==> src/rtl/ifetch_buf_pkg.sv <==
// ifetch_buf_pkg: shared CPU widths and the fetch buffer entry type
package ifetch_buf_pkg;
  localparam int CPU_AW = 6;
  localparam int CPU_DW = 32;
  typedef struct packed {
    logic [CPU_AW-1:0] pc;
    logic [CPU_DW-1:0] instr;
  } fetch_entry_t;
endpackage

==> src/rtl/ifetch_buf_if.sv <==
// ifetch_buf_if: PC handshake, instruction memory and decode-side signals of the fetch buffer
interface ifetch_buf_if #(
  parameter int AW = ifetch_buf_pkg::CPU_AW,
  parameter int DW = ifetch_buf_pkg::CPU_DW
);
  logic [AW-1:0] pc_i;
  logic          pc_ack;
  logic [AW-1:0] imem_addr;
  logic          imem_rd;
  logic [DW-1:0] imem_data;
  logic          flush;
  logic          out_valid;
  logic          out_ready;
  logic [DW-1:0] out_instr;
  logic [AW-1:0] out_pc;
  modport master (
    input  pc_i, imem_data, flush, out_ready,
    output pc_ack, imem_addr, imem_rd, out_valid, out_instr, out_pc
  );
  modport slave (
    output pc_i, imem_data, flush, out_ready,
    input  pc_ack, imem_addr, imem_rd, out_valid, out_instr, out_pc
  );
endinterface

==> src/rtl/ifetch_fifo.sv <==
// ifetch_fifo: DEPTH-entry storage of fetched {pc, instr} with wrapping pointers and occupancy
module ifetch_fifo
  import ifetch_buf_pkg::*;
#(
  parameter  int DEPTH = 2,
  localparam int PW    = $clog2(DEPTH)
) (
  input  logic         clk,
  input  logic         rst_n,
  input  logic         clr,
  input  logic         push,
  input  logic         pop,
  input  fetch_entry_t din,
  output fetch_entry_t dout,
  output logic [PW:0]  occ
);
  fetch_entry_t mem [DEPTH];
  logic [PW-1:0] wp, rp;
  // pointers wrap naturally at DEPTH; reset and clear empty the buffer
  always_ff @(posedge clk) begin
    if (!rst_n || clr) begin
      wp  <= '0;
      rp  <= '0;
      occ <= '0;
    end else begin
      wp  <= wp + PW'(push);
      rp  <= rp + PW'(pop);
      occ <= occ + (PW+1)'(push) - (PW+1)'(pop);
    end
  end
  // entry storage is deliberately left unreset
  always_ff @(posedge clk) if (push) mem[wp] <= din;
  assign dout = mem[rp];
  a_no_overflow: assert property (@(posedge clk) disable iff (!rst_n)
    push && !clr |-> pop || occ < (PW+1)'(DEPTH));
endmodule

==> src/rtl/ifetch_buf.sv <==
// ifetch_buf: credit-based instruction fetch buffer between the PC register and decode
module ifetch_buf
  import ifetch_buf_pkg::*;
#(
  parameter int AW    = CPU_AW,
  parameter int DW    = CPU_DW,
  parameter int DEPTH = 2
) (
  input logic          clk,
  input logic          rst_n,
  ifetch_buf_if.master bus
);
  localparam int PW = $clog2(DEPTH);
  logic [PW:0]   occ;
  logic          inflight;
  logic [AW-1:0] inflight_pc;
  logic          pop, push, issue;
  fetch_entry_t  head;
  // credits: buffered entries plus the outstanding read; the head leaving this cycle frees its slot
  always_comb begin
    bus.out_valid = rst_n && occ != '0;
    pop           = bus.out_valid && bus.out_ready && !bus.flush;
    push          = inflight && !bus.flush;
    issue         = rst_n && !bus.flush &&
                    (PW+2)'(occ) + (PW+2)'(inflight) < (PW+2)'(DEPTH) + (PW+2)'(pop);
    bus.imem_rd   = issue;
    bus.pc_ack    = issue;
    bus.imem_addr = bus.pc_i;
    bus.out_instr = head.instr;
    bus.out_pc    = head.pc;
  end
  // track the single outstanding read; a flush cancels it because issue is blocked that cycle
  always_ff @(posedge clk) begin
    if (!rst_n) inflight <= 1'b0;
    else        inflight <= issue;
    if (issue) inflight_pc <= bus.pc_i;
  end
  ifetch_fifo #(.DEPTH(DEPTH)) u_fifo (
    .clk  (clk),
    .rst_n(rst_n),
    .clr  (bus.flush),
    .push (push),
    .pop  (pop),
    .din  ('{pc: inflight_pc, instr: bus.imem_data}),
    .dout (head),
    .occ  (occ)
  );
endmodule

==> src/flat_wrapper.sv <==
// flat-port wrapper written by rule: the top's interface ports become plain ports
module ifetch_buf_flat import ifetch_buf_pkg::*;
#(
  parameter int AW    = CPU_AW,
  parameter int DW    = CPU_DW,
  parameter int DEPTH = 2
)
  (clk, rst_n, bus_pc_i, bus_imem_data, bus_flush, bus_out_ready, bus_pc_ack, bus_imem_addr, bus_imem_rd, bus_out_valid, bus_out_instr, bus_out_pc);
  ifetch_buf_if #(.AW(AW), .DW(DW)) bus_i ();
  input logic clk;
  input logic rst_n;
  input wire logic [$bits(bus_i.pc_i)-1:0] bus_pc_i;
  input wire logic [$bits(bus_i.imem_data)-1:0] bus_imem_data;
  input wire logic [$bits(bus_i.flush)-1:0] bus_flush;
  input wire logic [$bits(bus_i.out_ready)-1:0] bus_out_ready;
  output wire logic [$bits(bus_i.pc_ack)-1:0] bus_pc_ack;
  output wire logic [$bits(bus_i.imem_addr)-1:0] bus_imem_addr;
  output wire logic [$bits(bus_i.imem_rd)-1:0] bus_imem_rd;
  output wire logic [$bits(bus_i.out_valid)-1:0] bus_out_valid;
  output wire logic [$bits(bus_i.out_instr)-1:0] bus_out_instr;
  output wire logic [$bits(bus_i.out_pc)-1:0] bus_out_pc;
  assign bus_i.pc_i = bus_pc_i;
  assign bus_i.imem_data = bus_imem_data;
  assign bus_i.flush = bus_flush;
  assign bus_i.out_ready = bus_out_ready;
  assign bus_pc_ack = bus_i.pc_ack;
  assign bus_imem_addr = bus_i.imem_addr;
  assign bus_imem_rd = bus_i.imem_rd;
  assign bus_out_valid = bus_i.out_valid;
  assign bus_out_instr = bus_i.out_instr;
  assign bus_out_pc = bus_i.out_pc;
  ifetch_buf #(.AW(AW), .DW(DW), .DEPTH(DEPTH)) u_core (.clk(clk), .rst_n(rst_n), .bus(bus_i));
endmodule
==> config.mk <==
export PLATFORM = sky130hd
export DESIGN_NAME = ifetch_buf_flat
export DESIGN_NICKNAME = d
export VERILOG_FILES = /design/src/rtl/ifetch_buf_pkg.sv /design/src/rtl/ifetch_buf_if.sv /design/src/rtl/ifetch_fifo.sv /design/src/rtl/ifetch_buf.sv /design/src/flat_wrapper.sv
export SDC_FILE = /design/constraint.sdc
export NUM_CORES = 1
export LEC_CHECK = 0
export ABC_CLOCK_PERIOD_IN_PS = 2900
export CAP_MARGIN = 20
export CORE_MARGIN = 1.5
export CORE_UTILIZATION = 35
export DETAILED_ROUTE_END_ITERATION = 7
export PLACE_DENSITY = 0.7
export SLEW_MARGIN = 20
export SYNTH_ARGS = -nofsm -noshare
export SYNTH_HDL_FRONTEND = slang
export SYNTH_HIERARCHICAL = 1
export SYNTH_SLANG_ARGS = --single-unit
==> constraint.sdc <==
create_clock -name clk -period 2.9 [get_ports clk]
set_input_delay 0.58 -clock clk [delete_from_list [all_inputs] [get_ports clk]]
set_output_delay 0.58 -clock clk [all_outputs]
set_load 0.01 [all_outputs]
==> run metrics, run 1 <==
status=finished clean; post_cts resized=0; crit path max fanout=4; EDFF count, synth=82; Final Wtd Congestion=0.629; Crit path arrival time=2.09 ns; largest cells by area after synthesis=edfxtp_1 (74%), mux2_2 (9.5%), mux2_4 (4.5%), dfxtp_1 (3.0%), ha_1 (2.3%); CP endpoint kind=primary output; Filler Cell Count=807; CP required=2.32 ns; CP endpoint=bus_imem_rd; max_cap viols=0; clock power share=33.9%; GR Overflow Total=0; sequential-to-total area share from yosys stat=77.0%; die width=101 µm; CTS HTree Levels=3; Chip Height=101 µm; Top Ports=89; # nets final=303; full die area=10,100 µm²; Setup TNS=0 ns; Tightest Pin Transition=0.397 ns; clock root buffer=clkbuf_8; Syn-to-layout area delta=35.9%; r2r worst-path depth=7; library cells used by synthesis=18; clk buf depth=2; dominant synthesized flop cell=edfxtp_1; combined area of the multi-input logic cells=662 µm²; vias in the first global route=1,737; top-count cell post-synth=edfxtp_1; CORE AREA=9240 µm²; met3 global-route usage=4.65%; RSZ-0062 raised after global routing=no; switching pwr=0.466 mW; Slowest-stage cell, CP=clkdlybuf4s50_1; Final ANT Viol Nets=0; share of layout cells above drive strength 1=24.2%; Comb power frac=6.6%; VDD IR-drop max=0.301 mV; via count=1,638; clk slew on worst S/H paths=0.08 ns; GR Util met1=13.7%; P_int=1.89 mW; asr flop ratio synth=0%; drt pass-1 iters=3; sw frac=19.8%; Max stage delay on crit path=0.56 ns; n_diodes=0; Lkg Pwr=1.52 nW; hold buffer count at CTS=0; I/O Buffers=88; most used cell, CP=ha_1; Synth Instances=160; Fin. Hold Viols=0; Cell Area, Synth=3330 µm²; count of pins over their slew limit=0; DRC viols=0; Pwr Density=521 nW/µm²; Tot GR Track Use=11.4%; Yosys top cell by area=edfxtp_1; Synth Area per Inst=20.8 µm²; CP Launch Type=flop; storage element area=2560 µm²; post-CTS setup buffers=0; initial antenna violation count=0; CTS tree=yes; Worst Skew=0.00800 ns; crit path launch=u_core/u_fifo/occ[0]; final wirelength=5440 µm; post-synthesis net count=208; DRT iter0 DRCs=51; Final period util=92.2%; Worst R2R Start=u_core/u_fifo/occ[1]; Inserted Clock Buffers=9; endpoints failing setup=0; met2 Usage GRT=18.4%; initial cell density of the core=36.0%; worst min path class=reg -> reg; WS Path Type=reg -> out; first-pass GRT wire length=8490 µm; Slew headroom=73.5%; fin crit period=2.67 ns; reg-to-reg setup timing slack=1.15 ns; most common library cells after synthesis=edfxtp_1 (82), mux2_2 (28), mux2_4 (10); Yosys warnings=6; hold wc startpoint=u_core/inflight_pc[3]; crit-path cells=ha_1 -> ha_1 -> o21ai_2 -> and4bb_1 -> clkdlybuf4s50_1; DP HPWL=3640 µm; R2R Path End=u_core/u_fifo/occ[1]; Flop pwr share=59.5%; Peak Freq=0.374 GHz; grt peak-use layer=met2; top cell type's share of synthesized area=74.0%; clk_lat worst skew=0.34 ns; Yosys reg bits=87; fin util=49.0%; Vias/cell=4.21; largest net degree at the start of global routing=23; WL/cell=14.0 µm; site row count=35; CTS Sinks=87
[power groups by stage]
stage          Sequential, mW  Combinational [mW]  Clock (mW)
2_1_floorplan            1.43              0.0512           0
3_3_place_gp             1.43               0.155           0
3_5_place_dp             1.43               0.158           0
4_1_cts                  1.40               0.159       0.834
5_1_grt                  1.41               0.168       0.876
6_report                 1.40               0.156       0.799
[cells in the final DEF, fill, tap and decap left out, types with 4 or more instances in the layout]
cell / netlist / layout
ha_1: 6 / 4
clkbuf_8: 0 / 9
inv_1: 4 / 4
edfxtp_1: 82 / 82
nor2_1: 4 / 4
mux2_4: 10 / 10
clkdlybuf4s50_1: 0 / 88
buf_4: 9 / 7
mux2_2: 28 / 28
dfxtp_1: 5 / 4
[layer usage]
metal,wire length (µm),up-vias,share of wire (%)
met2,2750,56,51
met3,316,5,5.8
met4,17,0,0.31
li1,-,796,-
met1,2350,781,43
met5,0,-,0
[per-stage QoR]
| step | cells | hold slack (ns) | setup slack [ns] | power (mW) | instance area, µm² |
|---|---|---|---|---|---|
| 2_1_floorplan | 160 | 0.421 | 0.741 | 1.48 | 3330 |
| 3_3_place_gp | 373 | 0.425 | 0.276 | 1.59 | 4340 |
| 3_5_place_dp | 373 | 0.432 | 0.241 | 1.59 | 4340 |
| 4_1_cts | 389 | 0.451 | 0.173 | 2.40 | 4520 |
| 5_1_grt | 389 | 0.458 | 0.104 | 2.45 | 4520 |
| 6_report | 389 | 0.448 | 0.226 | 2.36 | 4520 |
[worst min-delay path by stage]
stage          depth (start not counted)                  endpoint  slack (ns)
2_1_floorplan                          0  u_core/u_fifo/mem[0][32]        0.42
3_3_place_gp                           0  u_core/u_fifo/mem[0][33]        0.42
3_5_place_dp                           0  u_core/u_fifo/mem[0][35]        0.43
4_1_cts                                0  u_core/u_fifo/mem[0][35]        0.45
5_1_grt                                0  u_core/u_fifo/mem[0][35]        0.46
6_report                               0  u_core/u_fifo/mem[1][35]        0.45
[logic make-up after synthesis]
family / count (synthesis) / share of synthesized area [%]
flip-flops: 87 / 77.0
multiplexers: 38 / 14.0
buffers and inverters: 15 / 3.27
AND/OR/NAND/NOR: 9 / 1.80
adder cells (fa/ha/maj): 6 / 2.26
AO/OA/AOI/OAI: 3 / 0.752
XOR/XNOR: 2 / 0.940
[flip-flops by register name (all words and copies together), names as in the netlist]
name and cells:
u_core/u_fifo/occ 2, u_core/inflight 1, u_core/inflight_pc 6, u_core/u_fifo/wp 1
u_core/u_fifo/mem 76, u_core/u_fifo/rp 1
[critical path, delay by kind of cell, from the launching register on]
family	cells	cell delay, ns
adder cells (fa/ha/maj)	2	0.50
buffers and inverters	1	0.56
AND/OR/NAND/NOR	1	0.28
AO/OA/AOI/OAI	1	0.06
flip-flops	1	0.35
[layout make-up]
class	count	share of cell area, %
timing repair buffer	95	20.6
clock inverter	6	1.36
tap	129	3.57
multi-input combinational	58	14.6
clock buffer	10	2.82
sequential	87	56.7
inverter	4	0.332
(Power assumes the default switching activity.)
==> run 2, diff against run 1 <==
- CELL_PAD_IN_SITES_DETAIL_PLACEMENT: not set -> 0
- CELL_PAD_IN_SITES_GLOBAL_PLACEMENT: not set -> 1
- HOLD_SLACK_MARGIN: not set -> 0.08
- MAX_ROUTING_LAYER: not set -> met4
- PLACE_DENSITY: 0.7 -> 0.79
==> run 2 against run 1 <==
Routed wire length is 2.0% higher. Cell count down 0.51%. Clock power grew 23%. Sequential share of layout area decreased by 0.73 points. Critical path type is now in -> out. Largest cell class unchanged. Final area is 1.3% higher. Sequential power barely moved. Count of clock-buffer cells in the layout up 1. First-iteration DRC count down 53%.
==> run metrics, run 2 (synthesized netlist as in run 1, its figures left out) <==
status=finished clean; initial antenna violation count=0 (unchanged); Power Total=2.54 mW (+7.8%); reg-to-reg setup timing slack=1.16 ns (about the same); hold buffer count at CTS=0 (unchanged); die width=101 µm (unchanged); largest registers=u_core/u_fifo/mem (76), u_core/inflight_pc (6), u_core/u_fifo/occ (2); crit path max fanout=3 (-1); DRT iter0 DRCs=24 (-53%); R2R Path End=u_core/u_fifo/occ[1]; CTS tree=yes; hold wc startpoint=u_core/inflight_pc[2]; Filler Cell Count=791 (-2.0%); Top Ports=89 (unchanged); WS Path Type=in -> out; VDD IR-drop max=0.210 mV (-30%); Peak Freq=0.373 GHz (-0.22%); endpoints failing setup=0 (unchanged); Setup TNS=0 ns (unchanged); Vias/cell=4.34 (+3.0%); Inserted Clock Buffers=9 (unchanged); max_cap viols=0 (unchanged); CP required=2.32 ns (about the same); share of layout cells above drive strength 1=24.0% (-0.20 points); Final period util=92.4% (+0.20 points); vias in the first global route=1,821 (+4.8%); Fin. Hold Viols=0 (unchanged); Slew headroom=74.1% (+0.56 points); Most flops, register=u_core/u_fifo/mem; initial cell density of the core=36.0% (unchanged); I/O Buffers=88 (unchanged); Lkg Pwr=1.55 nW (+1.4%); clk slew on worst S/H paths=0.08 ns (about the same); worst hold path depth=0 (unchanged); fin crit period=2.68 ns (+0.00584 ns); via count=1,679 (+2.5%); CTS Sinks=87 (unchanged); worst min path class=reg -> reg; clk buf depth=2 (unchanged); CP Launch Type=primary input; DP HPWL=3610 µm (-0.97%); Worst Skew=0.0123 ns (+0.00433 ns); site row count=35 (unchanged); Tightest Pin Transition=0.389 ns (-0.00757 ns); most frequent cells in the layout=clkdlybuf4s50_1 (88), edfxtp_1 (82), mux2_2 (28); RSZ-0062 raised after global routing=no; Final Wtd Congestion=0.681 (+8.3%); CP endpoint kind=primary output; WL met3=218 µm (-31%); Pwr Density=555 nW/µm² (+6.4%); post_cts resized=0 (unchanged); WL/cell=14.3 µm (+2.5%); drt pass-1 iters=3 (unchanged); # nets final=301 (-0.66%); largest net degree at the start of global routing=39 (+70%); first-pass GRT wire length=8690 µm (+2.4%); n_diodes=0 (unchanged); full die area=10,100 µm² (unchanged); post-CTS setup buffers=0 (unchanged); DRC viols=0 (unchanged); final wirelength=5540 µm (+2.0%); Final ANT Viol Nets=0 (unchanged); commonest non-fill, non-tap cell in the layout=clkdlybuf4s50_1; CORE AREA=9240 µm² (unchanged); clock root buffer=clkbuf_8; GR Overflow Total=0 (unchanged); Worst R2R Start=u_core/u_fifo/occ[1]; Crit path arrival time=2.10 ns (about the same); r2r worst-path depth=7 (unchanged); Syn-to-layout area delta=37.7%; CTS HTree Levels=3 (unchanged); met1 WL=2340 µm (-0.38%); Hold Path Sink=u_core/u_fifo/mem[0][34]; count of pins over their slew limit=0 (unchanged); max FFs per register=76 (unchanged); max layer used=met4; Tot GR Track Use=12.0% (+0.58 points); DR WL met2=2930 µm (+6.7%); clk_lat worst skew=0.34 ns (about the same); Chip Height=101 µm (unchanged)
-- run 2: power by group --
group,switching [mW],total (mW),internal [mW]
clock network,0.407,0.982,0.575
logic,0.0548,0.158,0.103
registers,0.00665,1.40,1.40
total,0.469,2.54,2.07
-- run 2: per-layer routing --
layer / vias up / track usage [%]
li1: 797 / -
met1: 831 / 13.3
met2: 48 / 20.3
met3: 3 / 4.09
met4: 0 / 3.90
met5: - / -
-- run 2: metrics by stage --
stage | instance area (µm²) | instances | utilization, % | setup WS, ns | hold WS [ns]
5_1_grt | 4580 | 387 | 49.6 | 0.0994 | 0.469
3_3_place_gp | 4350 | 371 | 47.0 | 0.229 | 0.423
3_5_place_dp | 4350 | 371 | 47.0 | 0.204 | 0.445
4_1_cts | 4580 | 387 | 49.6 | 0.168 | 0.464
2_1_floorplan | 3330 | 160 | - | 0.741 | 0.421
6_report | 4580 | 387 | 49.6 | 0.220 | 0.460
-- run 2: area by class of cell --
| type | count | area [µm²] | share of cell area, % |
|---|---|---|---|
| inverter | 4 | 15.0 | 0.328 |
| multi-input combinational | 58 | 662 | 14.4 |
| sequential | 87 | 2560 | 55.9 |
| timing repair buffer | 93 | 943 | 20.6 |
| clock inverter | 5 | 106 | 2.32 |
| tap | 129 | 161 | 3.52 |
| clock buffer | 11 | 131 | 2.87 |
-- run 2: critical path, cell delays in order --
cell,delay [ns]
clkdlybuf4s50_1,0.48
o21ai_2,0.07
o21ai_2,0.12
and4bb_1,0.28
clkdlybuf4s50_1,0.57
-- run 2: worst max-delay path by stage --
stage | start | to | slack [ns] | cells past startpoint
after CTS | u_core/u_fifo/occ[0] | bus_pc_ack | 0.17 | 5
final | bus_out_ready | bus_imem_rd | 0.22 | 5
after global placement | bus_out_ready | bus_pc_ack | 0.23 | 5
after floorplan | bus_flush | u_core/u_fifo/mem[0][0] | 0.74 | 2
after global routing | u_core/u_fifo/occ[0] | bus_imem_rd | 0.1 | 5
after detailed placement | bus_out_ready | bus_pc_ack | 0.20 | 5
